[src/rtl/cnn_pkg.sv]
// Types and default dimensions shared by the CNN layer blocks.
package cnn_pkg;

  localparam int DEF_DATA_W     = 16;
  localparam int DEF_PIX_PER_CH = 9216;
  localparam int DEF_LEAD       = 873;

  typedef logic signed [DEF_DATA_W-1:0] pix_t;

  typedef enum logic [1:0] {
    IDLE,
    STREAM,
    DRAIN
  } state_t;

  // One spare bit so the tag can also encode "one past the last channel".
  function automatic int ch_idx_w(input int num_ch);
    return $clog2(num_ch) + 1;
  endfunction

endpackage

[src/rtl/m_valid_delay.sv]
// DEPTH-cycle shift register for a valid flag and its tag; out lags in by exactly DEPTH cycles.
// No backpressure: shifts every cycle; any_vld reports whether a flag is still in flight.
module m_valid_delay #(
  parameter int DEPTH = 1,
  parameter int TAG_W = 1
) (
  input  logic             clk_in,
  input  logic             rst_n,
  input  logic             in_vld,
  input  logic [TAG_W-1:0] in_tag,
  output logic             out_vld,
  output logic [TAG_W-1:0] out_tag,
  output logic             any_vld
);

  logic [DEPTH-1:0] vld_sr;
  logic [TAG_W-1:0] tag_sr [DEPTH];

  always_ff @(posedge clk_in or negedge rst_n) begin
    if (!rst_n) begin
      vld_sr <= '0;
      for (int i = 0; i < DEPTH; i++) begin
        tag_sr[i] <= '0;
      end
    end else begin
      vld_sr[0] <= in_vld;
      tag_sr[0] <= in_tag;
      for (int i = 1; i < DEPTH; i++) begin
        vld_sr[i] <= vld_sr[i-1];
        tag_sr[i] <= tag_sr[i-1];
      end
    end
  end

  assign out_vld = vld_sr[DEPTH-1];
  assign out_tag = tag_sr[DEPTH-1];
  assign any_vld = |vld_sr;

endmodule

[src/rtl/m_layer_input_stream.sv]
// Streams NUM_CH x PIX_PER_CH pixels from a synchronous ROM and flags per-channel warm-up via start.
// First map_valid ROM_LAT+1 cycles after frame_go; hold stalls address issue only, in-flight reads still land.
module m_layer_input_stream
  import cnn_pkg::*;
#(
  parameter int DATA_W     = DEF_DATA_W,
  parameter int NUM_CH     = 1,
  parameter int PIX_PER_CH = DEF_PIX_PER_CH,
  parameter int LEAD       = DEF_LEAD,
  parameter int ROM_LAT    = 1,
  parameter int ADDR_W     = $clog2(NUM_CH*PIX_PER_CH)
) (
  input  logic                        clk_in,
  input  logic                        rst_n,
  input  logic                        frame_go,
  input  logic                        hold,
  output logic                        rom_en,
  output logic [ADDR_W-1:0]           rom_addr,
  input  logic signed [DATA_W-1:0]    rom_dout,
  output logic signed [DATA_W-1:0]    map_out,
  output logic                        map_valid,
  output logic [ch_idx_w(NUM_CH)-1:0] ch_idx,
  output logic                        start,
  output logic                        busy,
  output logic                        frame_done
);

  localparam int                CH_W      = ch_idx_w(NUM_CH);
  localparam int                PIX_W     = $clog2(PIX_PER_CH + 1);
  localparam logic [ADDR_W-1:0] LAST_ADDR = ADDR_W'(NUM_CH*PIX_PER_CH - 1);
  localparam logic [PIX_W-1:0]  LAST_PIX  = PIX_W'(PIX_PER_CH - 1);
  localparam logic [PIX_W-1:0]  LEAD_M1   = PIX_W'(LEAD - 1);
  localparam bit                START_EN  = (LEAD >= 1) && (LEAD < PIX_PER_CH);

  state_t            state, state_nxt;
  logic              go_acc, adv, done_set;
  logic [PIX_W-1:0]  iss_pix, dlv_pix;
  logic [CH_W-1:0]   iss_ch, dly_ch;
  logic              dly_vld, pipe_any;

  always_ff @(posedge clk_in or negedge rst_n) begin
    if (!rst_n) begin
      state <= IDLE;
    end else begin
      state <= state_nxt;
    end
  end

  // The address on rom_addr has always been issued once, so a held cycle
  // simply skips issue and the next free cycle moves on to the next address.
  always_comb begin
    state_nxt = state;
    go_acc    = 1'b0;
    adv       = 1'b0;
    done_set  = 1'b0;
    case (state)
      IDLE: begin
        if (frame_go) begin
          go_acc    = 1'b1;
          state_nxt = STREAM;
        end
      end
      STREAM: begin
        if (rom_addr == LAST_ADDR) begin
          state_nxt = DRAIN;
        end else if (!hold) begin
          adv = 1'b1;
        end
      end
      DRAIN: begin
        // Stay here through the frame_done cycle so a coincident frame_go is dropped.
        if (frame_done) begin
          state_nxt = IDLE;
        end else if (!pipe_any) begin
          done_set = 1'b1;
        end
      end
      default: state_nxt = IDLE;
    endcase
  end

  always_ff @(posedge clk_in or negedge rst_n) begin
    if (!rst_n) begin
      rom_en   <= 1'b0;
      rom_addr <= '0;
      iss_pix  <= '0;
      iss_ch   <= '0;
      busy     <= 1'b0;
    end else begin
      rom_en <= go_acc | adv;
      if (go_acc) begin
        rom_addr <= '0;
        iss_pix  <= '0;
        iss_ch   <= '0;
        busy     <= 1'b1;
      end else if (adv) begin
        rom_addr <= rom_addr + ADDR_W'(1);
        if (iss_pix == LAST_PIX) begin
          iss_pix <= '0;
          iss_ch  <= iss_ch + CH_W'(1);
        end else begin
          iss_pix <= iss_pix + PIX_W'(1);
        end
      end
      if (done_set) begin
        busy <= 1'b0;
      end
    end
  end

  m_valid_delay #(
    .DEPTH (ROM_LAT),
    .TAG_W (CH_W)
  ) u_valid_delay (
    .clk_in  (clk_in),
    .rst_n   (rst_n),
    .in_vld  (rom_en),
    .in_tag  (iss_ch),
    .out_vld (dly_vld),
    .out_tag (dly_ch),
    .any_vld (pipe_any)
  );

  // Pixels arrive strictly in order, so a wrapping per-channel counter marks channel starts.
  always_ff @(posedge clk_in or negedge rst_n) begin
    if (!rst_n) begin
      map_out    <= '0;
      map_valid  <= 1'b0;
      ch_idx     <= '0;
      start      <= 1'b0;
      frame_done <= 1'b0;
      dlv_pix    <= '0;
    end else begin
      map_valid  <= dly_vld;
      frame_done <= done_set;
      if (dly_vld) begin
        map_out <= rom_dout;
        ch_idx  <= dly_ch;
        start   <= START_EN && (dlv_pix >= LEAD_M1);
        dlv_pix <= (dlv_pix == LAST_PIX) ? '0 : dlv_pix + PIX_W'(1);
      end else if (done_set) begin
        start   <= 1'b0;
        dlv_pix <= '0;
      end
    end
  end

endmodule

[config.mk]
export PLATFORM = sky130hd
export DESIGN_NAME = m_layer_input_stream
export DESIGN_NICKNAME = d
export VERILOG_FILES = /design/src/rtl/cnn_pkg.sv /design/src/rtl/m_valid_delay.sv /design/src/rtl/m_layer_input_stream.sv
export SDC_FILE = /design/constraint.sdc
export NUM_CORES = 1
export LEC_CHECK = 0
export ABC_AREA = 0
export BUFFER_PORTS_ARGS = -buffer_cell sky130_fd_sc_hd__buf_4
export CAP_MARGIN = 10
export CORE_MARGIN = 2
export CORE_UTILIZATION = 45
export DETAILED_ROUTE_END_ITERATION = 10
export PLACE_DENSITY_LB_ADDON = 0.12
export SKIP_CTS_REPAIR_TIMING = 1
export SYNTH_ARGS = -nofsm -noshare
export SYNTH_HDL_FRONTEND = slang
export SYNTH_SLANG_ARGS = --single-unit
[constraint.sdc]
create_clock -name clk_in -period 1.8 [get_ports clk_in]
set_input_delay 0.09 -clock clk_in [delete_from_list [all_inputs] [get_ports clk_in]]
set_output_delay 0.09 -clock clk_in [all_outputs]
set_load 0.05 [all_outputs]
==> reports/metrics.yaml <==
cts.clk_slew.worst_paths_ns: 0.07
synth_mux_area_frac: 0.08035
synth_compound_area_frac: 0.1269
worstSetupPathType: "flip-flop to flip-flop"
grt-ovfl-total: 0
synth_xor_area_frac: 0.02960
initial_core_util: 0.4560
synth-seq-area-share: 0.5306
num_antenna_cells: 0
antenna_found_initial: 0
place_inst: 492
route.met3.wl_um: 309
die-width_um: 89.04
rows: 31
hold_class: "input pin to flip-flop"
num_vias: 2798
grt_pass1_wl_um: 12340
power.total_mw: 4.724
netlist_instances: 315
ys_top_cells_by_count: "dfrtp_1 (69), nand2_1 (38), nor2_1 (21), a21oi_1 (19), o21ai_0 (19)"
min_period_ns: 1.745
min_from: "hold"
synth.yosys.warnings: 0
slew_headroom: 0.6538
synth-seq-cells: 69
fp.dieH_um: 89.04
die-area_um2: 7928
dp_hpwl_um: 5077
nFillCells: 593
post-route-drc-count: 0
p_leak_nw: 2.085
yosysTopAreaCellShare: 0.5306
yosysMostFrequentCell: "dfrtp_1"
worstMarginPinSlew_ns: 0.5193
fmax_mhz: 573.0
finalSetupViolCount: 0
coreArea_um2: 7137
h-tree-depth: 3
hold_viol: 0
syn_area_um2: 3254
grt.total_usage: 0.2029
drive_gt1_frac: 0.3685
firstDrtPassIters: 4
port_buffers: 55
cp.arrival_ns: 1.98
insertion_delay_ns: 0.34
antenna_left: 0
synthAdderAreaFrac: 0.01538
grt_pass1_vias: 2638
synth_edf_count: 0
rr_startpoint: "rom_addr[1]"
clock_skew_ns: 0.007431
slew_violations: 0
wl_met2_um: 3753
cp_max_fo: 8
cts_tree: "built"
io_pins: 56
status: "completed"
synth.area.top_cells: "dfrtp_1 (53%), mux2_2 (5.9%), nand2_1 (4.4%)"
clockBufferDepth: 2
cp-start-kind: "flip-flop"
syn_avg_cell_area_um2: 10.33
grt_max_degree: 40
synthArstFlopShare: 1.000
irDropWorstVdd_uv: 994.7
wl_per_cell_um: 14.81
seqCellArea_um2: 1742
drv_cap: 0
cts-root-buf: "clkbuf_8"
syn2layout_area_growth_pct: 39.87
min_period_over_period: 0.9696
num-nets-final: 446
ys.flop_type: "dfrtp_1"
power_density_nw_per_um2: 1038
routed_via_density: 5.330
synth_simple_gate_area_frac: 0.1903
syn_nets: 339
synth_top_family_by_area: "simple AND/OR/NAND/NOR gates"
cts.sinks: 69
wl_met1_um: 3576
multi_input_area_um2: 1523
instances_no_fill: 525
crit_required_ns: 2.03
highest_layer: "met4"
drt_wl_total_um: 7777
gp_congestion: 0.8642
yosys.cell_types.count: 46
yosysTopAreaCell: "dfrtp_1"
crit_path_end_kind: "flip-flop"
rsz0062_at_grt: "yes"
crit_path_start: "rom_addr[1]"
cts_buffers: 9
drt_iter0_drc: 111
-- area by class of cell --
type	instances	share of cell area
sequential	69	0.3826
multi-input combinational	228	0.3345
timing repair buffer	108	0.1965
clock buffer	11	0.03326
tap	99	0.02721
clock inverter	4	0.02089
inverter	6	0.004948
-- metal layers --
layer | GRT usage | vias to the layer above
met5 | 0 | -
met4 | 0.08412 | 0
met3 | 0.03324 | 15
met2 | 0.3338 | 68
met1 | 0.2678 | 1353
li1 | - | 1362
-- registers in the layout (all words and copies together) (netlist names) --
name                   cells
map_out                   16
dlv_pix                   14
iss_pix                   14
rom_addr                  14
state                      2
busy                       1
ch_idx                     1
frame_done                 1
iss_ch                     1
map_valid                  1
rom_en                     1
start                      1
u_valid_delay.any_vld      1
u_valid_delay.out_tag      1
-- where the power goes --
part | switching (mW) | internal [mW]
combinational | 0.715 | 0.460
clock | 0.582 | 0.987
sequential | 0.221 | 1.76
-- worst paths after layout --
kind	to	slack [ns]	cells after the start
worst min-delay path	rom_addr[4]	0.14	4
min in group asynchronous	iss_pix[13]	0.31	2
worst max register to register	iss_pix[13]	0.05	7
max in group asynchronous	rom_addr[13]	0.93	3
worst max-delay path	iss_pix[13]	0.05	7
worst min register to register	u_valid_delay.any_vld	0.39	0
-- through the flow --
| step | hold slack, ns | area [um^2] | setup slack, ns | util | TNS (ns) |
|---|---|---|---|---|---|
| 2_1_floorplan | -0.2056 | 3323 | -0.1894 | - | -1.994 |
| 3_3_place_gp | 0.1060 | 4089 | 0.07189 | 0.5729 | 0 |
| 3_5_place_dp | 0.1036 | 4089 | 0.04373 | 0.5729 | 0 |
| 4_1_cts | -0.2710 | 4335 | 0.01957 | 0.6075 | 0 |
| 5_1_grt | 0.1612 | 4552 | -0.04069 | 0.6378 | -0.1341 |
| 6_report | 0.1429 | 4552 | 0.05480 | 0.6378 | 0 |
-- cell families after synthesis --
| family | Yosys count |
|---|---|
| AO/OA/AOI/OAI | 68 |
| XOR/XNOR | 11 |
| adder cells (fa/ha/maj) | 4 |
| buffers and inverters | 18 |
| flip-flops | 69 |
| multiplexers | 24 |
| AND/OR/NAND/NOR | 121 |
-- layout by cell type (no fill, tap or decap), types with 2 or more instances in the layout --
| master | instances |
|---|---|
| o21ai_2 | 3 |
| mux2i_1 | 7 |
| dfrtp_1 | 57 |
| bufinv_16 | 3 |
| nor4_1 | 3 |
| buf_4 | 87 |
| clkbuf_8 | 11 |
| a22o_1 | 2 |
| or4_4 | 2 |
| a21oi_1 | 17 |
| dfrtp_2 | 12 |
| o21ai_0 | 17 |
| ha_1 | 3 |
| nand3_1 | 15 |
| and4_1 | 3 |
| o211ai_1 | 3 |
| xnor2_1 | 4 |
| nand4_1 | 8 |
| nor2_1 | 21 |
| or3_1 | 5 |
| o21ai_1 | 4 |
| xor2_1 | 7 |
| nand2b_1 | 3 |
| nor3_1 | 4 |
| a31oi_1 | 7 |
| nand2_1 | 37 |
| or4_1 | 4 |
| dlygate4sd3_1 | 17 |
| inv_1 | 5 |
| and3_1 | 4 |
| buf_12 | 3 |
| mux2_2 | 17 |
| o31ai_1 | 3 |
| a211oi_1 | 2 |
| a21oi_2 | 2 |
| o2111ai_1 | 2 |
-- worst max-delay path, cell delays in order, from the launching register on --
cell	delay [ns]
dfrtp_2	0.41
ha_4	0.16
nand2_4	0.04
or4_4	0.49
o211ai_1	0.19
buf_4	0.18
or4_1	0.12
o21ai_1	0.06
No activity file was read; power rests on OpenSTA's default activity.
